**config.mk**
```make
export PLATFORM = sky130hd
export DESIGN_NAME = day1_feeder
export DESIGN_NICKNAME = d
export VERILOG_FILES = /design/src/rtl/day1_feeder.sv
export SDC_FILE = /design/constraint.sdc
export NUM_CORES = 1
export LEC_CHECK = 0
export ABC_AREA = 0
export CAP_MARGIN = 10
export CORE_MARGIN = 5
export CORE_UTILIZATION = 57
export DETAILED_ROUTE_END_ITERATION = 16
export PLACE_DENSITY_LB_ADDON = 0.3
export SYNTH_ARGS = -nofsm -noshare
export SYNTH_HDL_FRONTEND = slang
export SYNTH_SLANG_ARGS = --single-unit
```
**constraint.sdc**
```tcl
create_clock -name clk -period 5.1 [get_ports clk]
set_input_delay 1.02 -clock clk [delete_from_list [all_inputs] [get_ports clk]]
set_output_delay 1.02 -clock clk [all_outputs]
set_load 0.005 [all_outputs]
```
**src/rtl/day1_feeder.sv**
```systemverilog
// ASCII decimal-line feeder: turns newline-separated numbers into par_input/next_val strobes.
// Optional FEEDER_CR_SKIP_EN: silently drop carriage returns so CRLF input parses like LF.
module day1_feeder (
    input  logic        clk,
    input  logic        rst,
    input  logic [7:0]  in_byte,
    input  logic        in_valid,
    output logic        in_ready,
    output logic [31:0] par_input,
    output logic        next_val,
    output logic [15:0] value_count,
    output logic [15:0] group_count,
    output logic        done,
    output logic        err
);

    typedef enum logic [2:0] {
        S_IDLE,
        S_SETUP,
        S_PULSE,
        S_HOLD,
        S_DONE
    } state_t;

    state_t      state_q, state_d;
    logic [31:0] accum_q, accum_d;
    logic [31:0] par_input_q, par_input_d;
    logic [15:0] value_count_q, value_count_d;
    logic [15:0] group_count_q, group_count_d;
    logic        digits_seen_q, digits_seen_d;
    logic        pend_zero_q, pend_zero_d;
    logic        eot_q, eot_d;
    logic        err_q, err_d;
    logic        accept;
    logic        is_digit;

    assign in_ready    = (state_q == S_IDLE) && !rst;
    assign next_val    = (state_q == S_PULSE);
    assign done        = (state_q == S_DONE);
    assign par_input   = par_input_q;
    assign value_count = value_count_q;
    assign group_count = group_count_q;
    assign err         = err_q;

    assign accept   = in_valid && in_ready;
    assign is_digit = (in_byte >= 8'h30) && (in_byte <= 8'h39);

    always_comb begin
        state_d       = state_q;
        accum_d       = accum_q;
        par_input_d   = par_input_q;
        value_count_d = value_count_q;
        group_count_d = group_count_q;
        digits_seen_d = digits_seen_q;
        pend_zero_d   = pend_zero_q;
        eot_d         = eot_q;
        err_d         = err_q;

        case (state_q)
            S_IDLE: begin
                if (accept) begin
                    if (is_digit) begin
                        accum_d       = (accum_q * 32'd10) + {28'd0, in_byte[3:0]};
                        digits_seen_d = 1'b1;
                    end else if (in_byte == 8'h0A) begin
                        par_input_d   = digits_seen_q ? accum_q : 32'd0;
                        accum_d       = 32'd0;
                        digits_seen_d = 1'b0;
                        state_d       = S_SETUP;
                    end else if (in_byte == 8'h04) begin
                        // A pending number is flushed first, then the closing zero follows.
                        par_input_d   = digits_seen_q ? accum_q : 32'd0;
                        pend_zero_d   = digits_seen_q;
                        eot_d         = 1'b1;
                        accum_d       = 32'd0;
                        digits_seen_d = 1'b0;
                        state_d       = S_SETUP;
`ifdef FEEDER_CR_SKIP_EN
                    end else if (in_byte == 8'h0D) begin
                        err_d = err_q;
`endif
                    end else begin
                        err_d = 1'b1;
                    end
                end
            end
            S_SETUP: state_d = S_PULSE;
            S_PULSE: begin
                value_count_d = value_count_q + 16'd1;
                if (par_input_q == 32'd0) begin
                    group_count_d = group_count_q + 16'd1;
                end
                state_d = S_HOLD;
            end
            S_HOLD: begin
                if (pend_zero_q) begin
                    par_input_d = 32'd0;
                    pend_zero_d = 1'b0;
                    state_d     = S_SETUP;
                end else if (eot_q) begin
                    state_d = S_DONE;
                end else begin
                    state_d = S_IDLE;
                end
            end
            S_DONE:  state_d = S_DONE;
            default: state_d = S_IDLE;
        endcase
    end

    always_ff @(posedge clk) begin
        if (rst) begin
            state_q       <= S_IDLE;
            accum_q       <= 32'd0;
            par_input_q   <= 32'd0;
            value_count_q <= 16'd0;
            group_count_q <= 16'd0;
            digits_seen_q <= 1'b0;
            pend_zero_q   <= 1'b0;
            eot_q         <= 1'b0;
            err_q         <= 1'b0;
        end else begin
            state_q       <= state_d;
            accum_q       <= accum_d;
            par_input_q   <= par_input_d;
            value_count_q <= value_count_d;
            group_count_q <= group_count_d;
            digits_seen_q <= digits_seen_d;
            pend_zero_q   <= pend_zero_d;
            eot_q         <= eot_d;
            err_q         <= err_d;
        end
    end

endmodule

```
==> impl_metrics.ini, run 1 <==
[floorplan]
die_area_um2 = 14000
die_h_um = 118
initial_core_util = 0.585
fp.coreArea_um2 = 11500
io_pins = 79
row_count = 39
die_w_um = 118

[route]
viasPerCell = 5.96
postRouteAntennaNets = 0
drt_iter0_markers = 493
avgRoutedWirePerCell_um = 16.4
drc = 0
dr.pass1.iters = 7
vias = 6063
routed_wl_um = 16700

[worst_setup_path]
r2r.worst_path.cells = 13
path_max_fanout = 5
crit_arrival_ns = 4.15
end_kind = register
startpoint_type = register
cp.required_ns = 5.33
critPathKind = reg -> reg

[grt]
grt.total_usage = 0.229
globalRouteOverflowTotal = 0
grt_max_degree = 94
antenna_found_initial = 0
grt_pass1_wl_um = 27400
grt_pass1_vias = 5682

[run]
max-cap-violations = 0

[sta]
setup_viol = 0
hold_viol = 0
slew_viol_final = 0
maxSlewHeadroom = 0.281
fin_crit_ns = 3.91
fin_skew_ns = 0.00604
fmaxAchievable_mhz = 255
tightest_slew_ns = 1.08
timing.final.crit_share = 0.768
rsz0062_at_grt = no
setup_tns_ns = 0

[clock_network]
post_cts_buffers = 0
clkSlewWorstSetupHoldPaths_ns = 0.06
cts_buffers = 9
h-tree-depth = 3
postCtsHoldBufs = 0
root_buffer = clkbuf_16
cts_buffer_depth = 2
insertion_delay_ns = 0.34
cts_tree = yes
cts.sinks = 103
cts_resized = 0

[logic_synthesis]
yosysWarnings = 0
synth_edf_count = 0
postSynthCellCount = 821
synth_top_area_frac = 0.307
synth.distinct_cells = 68
ys_async_sr_fraction = 0
synth_ff_type = dfxtp_1
yosysMostFrequentCell = dfxtp_1
synth_nets = 894
syn_avg_cell_area_um2 = 8.17
ys_seq_area_frac = 0.307
syn_area_um2 = 6710
synth.area.top_cells = dfxtp_1 (31%), ha_1 (11%), a21oi_1 (5.7%)
yosys.area.top_type = dfxtp_1
ys_ff_latch = 103
synth_common_cells = dfxtp_1 (103), nand2_1 (101), nor2_1 (85), a21oi_1 (76), nand3_1 (62)

[layout]
drive_above_1_share = 0.0560
area_growth_pct = 16.3
finalNetCount = 946
final_cells = 1018
finalInstanceArea_um2 = 7800
num_antenna_cells = 0
fillerInstances = 928

[place]
port_buffers = 78
placed_area_um2 = 7510
place_inst = 1005
place.gp.congestion = 0.939
dp_hpwl_um = 12900

[min_path]
hold_path_class = reg -> reg
holdPathStages = 2

[pwr]
leakagePower_nw = 3.08
p_per_area_nw_per_um2 = 194
ir_worst_vdd_mv = 0.325
finalPower_mw = 1.51

[run_status]
run_status = finished clean
==> placed cells by master (no fill, tap or decap), types with 3 or more instances in the layout <==
cell and count:
ha_1 60, a211oi_1 5, and4_1 6, nor2_1 85
or3_1 9, nor3_1 14, nand2_2 3, o21ai_0 25
nand2b_1 4, inv_1 5, and2_1 4, dfxtp_1 103
a21oi_2 4, xor2_1 37, clkdlybuf4s50_1 77, buf_4 3
clkbuf_16 9, mux2i_1 5, nand2_1 101, a21oi_1 75
a22oi_1 14, and3_1 11, a21o_1 13, o21ai_1 13
nor4_1 12, nand4_1 15, xnor2_1 37, nor2b_1 4
a31oi_1 3, nand3_1 62
==> through the flow <==
stage / util / hold WS [ns] / worst slack, ns
2_1_floorplan: - / 0.441 / 1.56
3_3_place_gp: 0.655 / 0.454 / 1.34
3_5_place_dp: 0.655 / 0.463 / 1.20
4_1_cts: 0.680 / 0.475 / 1.18
5_1_grt: 0.680 / 0.497 / 0.919
6_report: 0.680 / 0.471 / 1.19
==> path summary, 6_finish.rpt <==
check / startpoint / end / slack (ns)
setup / recovery: accum_q[1] / accum_q[31] / 1.19
hold / removal: par_input[4] / par_input[4] / 0.47
setup reg to reg: accum_q[1] / accum_q[31] / 1.19
hold reg to reg: par_input[4] / par_input[4] / 0.47
==> metal layers <==
metal,up-vias,share of wire,GRT usage,routed length [um]
met5,-,0,0,0
li1,3046,-,-,-
met4,0,0.017,0.0765,286
met2,151,0.47,0.379,7890
met3,20,0.040,0.0263,666
met1,2846,0.47,0.311,7880
==> cells by family (layout without fill, tap and decap cells) <==
kind of cell / Yosys count / in the layout / share of synthesized area
adder cells (fa/ha/maj): 62 / 62 / 0.118
AO/OA/AOI/OAI: 179 / 179 / 0.175
AND/OR/NAND/NOR: 351 / 351 / 0.261
buffers and inverters: 45 / 99 / 0.0291
multiplexers: 5 / 5 / 0.00746
flip-flops: 103 / 103 / 0.307
XOR/XNOR: 76 / 76 / 0.101
==> power by group <==
group          switching [mW]  internal (mW)  leakage, nW  total (mW)
clock                   0.272          0.399        0.141       0.671
combinational          0.0232         0.0130         2.11      0.0363
sequential           0.000864          0.805        0.829       0.806
==> worst max-delay path, cell delays in order (launching register included) <==
cell      delay (ns)
dfxtp_1         0.44
ha_1            0.28
ha_1            0.23
fa_1            0.45
a211oi_4        0.32
o211ai_2        0.16
a211oi_4        0.39
xor2_1          0.19
nor3_4          0.23
nand4_4         0.19
nor4_4          0.43
nand4_2         0.15
xnor2_1         0.15
a22o_1          0.19
==> area by class of cell <==
cell class	instances	area, um2	share of cell area
Multi-Input combinational cell	673	4460	0.571
Sequential cell	103	2060	0.264
Timing Repair Buffer	81	798	0.102
Clock buffer	12	256	0.0329
Tap cell	143	179	0.0229
Clock inverter	1	30.0	0.00385
Inverter	5	18.8	0.00241
==> state kept, by name, summed over array words and instances (netlist names) <==
signal	count
eot_q	1
state_q	3
value_count	16
accum_q	32
err	1
group_count	16
par_input	32
digits_seen_q	1
pend_zero_q	1
Power figures use the tool's default switching activity.
==> inputs of run 2 (changes only) <==
==> constraint.sdc (replaced) <==
create_clock -name clk -period 3.9 [get_ports clk]
set_input_delay 0.78 -clock clk [delete_from_list [all_inputs] [get_ports clk]]
set_output_delay 0.78 -clock clk [all_outputs]
set_load 0.005 [all_outputs]
==> run 2 against run 1 <==
  * Final area increased by 0.93%
  * Critical endpoint is now accum_q[24]
  * Clock power increased by 36%
  * Critical path type unchanged
  * Hold slack improved by 0.0015 ns
  * Utilization increased by 0.63 points
  * Clock skew increased by 0.0031 ns
  * Power increased by 33%
  * Maximum frequency increased by 7.1%
  * Global-route usage increased by 0.56 points
  * Critical path depth decreased by 1
  * Die area unchanged
  * Cell count increased by 0.69%
  * Sequential share of layout area decreased by 0.21 points
  * Largest power group unchanged
  * Highest routed layer unchanged
==> impl_metrics.ini, run 2 (same netlist as run 1, synthesis figures left out) <==
[clock_network]
h-tree-depth = 3
cts_tree = yes
cts.sinks = 103
root_buffer = clkbuf_16
postCtsHoldBufs = 0
cts_buffer_depth = 2
cts_buffers = 9
insertion_delay_ns = 0.34
clkSlewWorstSetupHoldPaths_ns = 0.06

[worst_setup_path]
cp_top_family = simple AND/OR/NAND/NOR gates
path_max_fanout = 5
ff2ff_setup_slack_ns = 0.25
r2r_end = accum_q[24]
worstSetupEndpoint = accum_q[24]
startpoint_type = register
worstReg2RegStart = accum_q[7]
crit_path_top_delay_cell = dfxtp_1
crit_arrival_ns = 3.86
path_cells = ha_1 -> ha_1 -> nand3_1 -> nor2b_1 -> o21ai_1 -> nand2_1 -> xor2_1 -> nand4_1 -> nor4_4 -> buf_4 -> xnor2_1 -> o21ai_1
path_buf_inv = 1
crit_start = accum_q[7]
cp.required_ns = 4.11
crit_path_max_incr_delay_ns = 0.44
r2r.worst_path.cells = 12
critPathKind = reg -> reg
end_kind = register
worstSetupPathDepth = 12

[sta]
rsz0062_at_grt = no
hold_viol = 0
fin_skew_ns = 0.00911
timing.final.crit_share = 0.937
setup_viol = 0
setup_tns_ns = 0
tightest_slew_ns = 1.11
maxSlewHeadroom = 0.263
fmaxAchievable_mhz = 274
slew_viol_final = 0
fin_crit_ns = 3.65

[place]
dp_hpwl_um = 13000
port_buffers = 78
place.gp.congestion = 0.896

[pwr]
finalPower_mw = 2.02
p_switching_mw = 0.392
comb_power_share = 0.024
ir_worst_vdd_mv = 0.307
p_seq_frac = 0.523
sw_frac_of_total = 0.194
leakagePower_nw = 3.11
p_int_mw = 1.62
p_per_area_nw_per_um2 = 256
clkPwrFrac = 0.453

[grt]
antenna_found_initial = 0
grt_max_degree = 94
grt_pass1_vias = 5868
grt_pass1_wl_um = 28300
grt.total_usage = 0.234
globalRouteOverflowTotal = 0

[floorplan]
io_pins = 79
die_w_um = 118
die_area_um2 = 14000
row_count = 39
fp.coreArea_um2 = 11500
initial_core_util = 0.585
die_h_um = 118

[layout]
drive_above_1_share = 0.0692
fillerInstances = 909
multi_input_area_um2 = 4470
area_growth_pct = 17.3
finalNetCount = 952
final_cell_mix = nand2_1 (101), dfxtp_1 (101), nor2_1 (84)
num_antenna_cells = 0
seq_area_um2 = 2060

[route]
drc = 0
drt_iter0_markers = 563
routed_wl_um = 16900
dr.pass1.iters = 6
postRouteAntennaNets = 0
vias = 6154
viasPerCell = 6.00
avgRoutedWirePerCell_um = 16.5

[run_status]
run_status = finished clean

[run]
max-cap-violations = 0

[min_path]
hold_path_class = reg -> reg
## run 2: power by group through the flow
stage | Clock (mW) | Sequential, mW | Combinational (mW)
after global routing | 0.968 | 1.05 | 0.0532
after global placement | 0 | 1.08 | 0.0463
final | 0.914 | 1.05 | 0.0480
after CTS | 0.924 | 1.05 | 0.0477
after detailed placement | 0 | 1.08 | 0.0475
after floorplan | 0 | 1.08 | 0.0272
## run 2: what timing repair did
action	4_1_cts	5_1_grt
buffers inserted	0	4
setup endpoints to repair	0	7
resized for setup	0	5
## run 2: per-stage QoR
step	util	hold slack (ns)	instances	worst slack, ns	cell area (um2)
6_report	0.687	0.472	1025	0.246	7870
3_5_place_dp	0.657	0.464	1007	0.129	7530
3_3_place_gp	0.657	0.453	1007	0.241	7530
5_1_grt	0.687	0.488	1025	0.00388	7870
4_1_cts	0.683	0.474	1021	0.119	7830
2_1_floorplan	-	0.441	821	0.357	6710
## run 2: cell type report
type,instances,share of cell area
multi-input combinational,673,0.567
timing repair buffer,87,0.107
tap,143,0.0227
inverter,5,0.00238
clock buffer,10,0.0291
sequential,103,0.262
clock inverter,4,0.00922
## run 2: routing by layer
metal	GRT usage	wire length, um
met1	0.320	7620
met2	0.385	7980
met3	0.0320	966
met4	0.0751	301
met5	0	0
## run 2: worst min-delay path: stages, from the launching register on
cell and delay [ns]:
dfxtp_1 0.32, nand2_1 0.06, a21oi_1 0.05
## run 2: worst min-delay path by stage
stage                        from       endpoint  slack (ns)  depth (start not counted)
detailed placement   par_input[2]   par_input[2]        0.46                          2
finish              par_input[31]  par_input[31]        0.47                          2
global placement            eot_q          eot_q        0.45                          2
CTS                 par_input[31]  par_input[31]        0.47                          2
global route         par_input[0]   par_input[0]        0.49                          2
floorplan                   eot_q          eot_q        0.44                          2
==> inputs of run 3 (changes only) <==
--- a/config.mk
+++ b/config.mk
@@ -8,7 +8,7 @@
 export ABC_AREA = 0
 export CAP_MARGIN = 10
 export CORE_MARGIN = 5
-export CORE_UTILIZATION = 57
+export CORE_UTILIZATION = 50
 export DETAILED_ROUTE_END_ITERATION = 16
 export PLACE_DENSITY_LB_ADDON = 0.3
 export SYNTH_ARGS = -nofsm -noshare
==> run 3 against run 2 <==
  * Cell count increased by 3.7%
  * Sequential power about the same
  * Wire length decreased by 3.6%
  * Clock-buffer cell count increased by 1
  * Combinational power about the same
  * Critical endpoint is now accum_q[31]
==> impl_metrics.ini, run 3 (same netlist as run 1, synthesis figures left out) <==
[clock_network]
cts_buffers = 9
insertion_delay_ns = 0.35
cts_tree = yes
h-tree-depth = 3
postCtsHoldBufs = 0
clkSlewWorstSetupHoldPaths_ns = 0.07
cts.sinks = 103
root_buffer = clkbuf_16
cts_buffer_depth = 2

[min_path]
hold_start = par_input[18]
hold_path_class = reg -> reg

[pwr]
p_int_mw = 1.65
p_seq_frac = 0.509
ir_worst_vdd_mv = 0.230
comb_power_share = 0.023
clkPwrFrac = 0.467
p_per_area_nw_per_um2 = 260
sw_frac_of_total = 0.202
finalPower_mw = 2.07
leakagePower_nw = 3.14
p_switching_mw = 0.418

[place]
port_buffers = 78
placed_area_um2 = 7570
place.gp.congestion = 0.875
dp_hpwl_um = 12400

[grt]
globalRouteOverflowTotal = 0
antenna_found_initial = 0
grt_max_degree = 93
grt.total_usage = 0.201
grt_pass1_wl_um = 27200
grt_pass1_vias = 5454

[worst_setup_path]
critPathKind = reg -> reg
crit_start = accum_q[3]
cp.required_ns = 4.14
end_kind = register
worstReg2RegStart = accum_q[3]
crit_arrival_ns = 3.90
startpoint_type = register
path_max_fanout = 4

[layout]
drive_above_1_share = 0.0699
final_cell_mix = dfxtp_1 (103), nand2_1 (101), nor2_1 (85)
area_growth_pct = 18.6
finalNetCount = 955
num_antenna_cells = 0
final_common_cell = dfxtp_1
fillerInstances = 1137
finalInstanceArea_um2 = 7950

[sta]
rsz0062_at_grt = no
slew_viol_final = 0
fin_skew_ns = 0.0130
maxSlewHeadroom = 0.252
timing.final.crit_share = 0.940
fin_crit_ns = 3.66
fmaxAchievable_mhz = 273
setup_tns_ns = 0
hold_viol = 0
tightest_slew_ns = 1.12
setup_viol = 0

[route]
dr.pass1.iters = 4
postRouteAntennaNets = 0
viasPerCell = 5.56
drt_iter0_markers = 290
avgRoutedWirePerCell_um = 15.3
vias = 5906
routed_wl_um = 16300
drc = 0

[floorplan]
die_area_um2 = 15800
die_w_um = 126
io_pins = 79
row_count = 42
die_h_um = 126
fp.coreArea_um2 = 13200
initial_core_util = 0.509

[run_status]
run_status = finished clean

[run]
max-cap-violations = 0
[run 3: through the flow]
step	instances	setup slack [ns]	hold slack (ns)	utilization
finish	1063	0.235	0.467	0.603
global route	1063	0.0120	0.491	0.603
CTS	1056	0.122	0.466	0.598
detailed placement	1040	0.134	0.459	0.574
global placement	1040	0.242	0.451	0.574
floorplan	821	0.357	0.441	-
[run 3: path summary, 6_finish.rpt]
check	end	slack (ns)	depth (start not counted)
setup / recovery	accum_q[31]	0.24	13
hold / removal	par_input[18]	0.47	2
setup reg to reg	accum_q[31]	0.24	13
hold reg to reg	par_input[18]	0.47	2
[run 3: per-layer routing]
metal | wire [um] | track usage
met5 | 0 | 0
met4 | 173 | 0.0423
met3 | 598 | 0.0305
met2 | 7250 | 0.315
met1 | 8240 | 0.296
[run 3: power groups by stage]
stage / Clock [mW] / Combinational [mW] / Sequential (mW)
finish: 0.966 / 0.0482 / 1.05
global route: 1.02 / 0.0523 / 1.05
CTS: 0.977 / 0.0481 / 1.05
detailed placement: 0 / 0.0479 / 1.08
global placement: 0 / 0.0480 / 1.08
floorplan: 0 / 0.0272 / 1.08
[run 3: what timing repair did]
action / in CTS / in global routing
gates resized for setup: 0 / 1
buffers inserted: 0 / 7
setup endpoints to repair: 0 / 5
[run 3: worst max-delay path, cell delays in order, from the launching register on]
cell and delay, ns:
dfxtp_1 0.38, ha_1 0.25, ha_1 0.23, fa_1 0.45, a211oi_4 0.31, o21ai_1 0.15, xor2_1 0.19, nand4_1 0.16
and4bb_2 0.37, nand3_1 0.18, nor4_4 0.42, nand4_2 0.14, xnor2_1 0.14, a22o_1 0.19
[run 3: area by class of cell]
type	instances	area (um2)	share of cell area
flip-flops and latches	103	2060	0.259
clock inverters	5	81.3	0.0102
multi-input cells	673	4460	0.561
inverters	5	18.8	0.00236
clock buffers	11	243	0.0305
well taps	176	220	0.0277
repair buffers	90	866	0.109
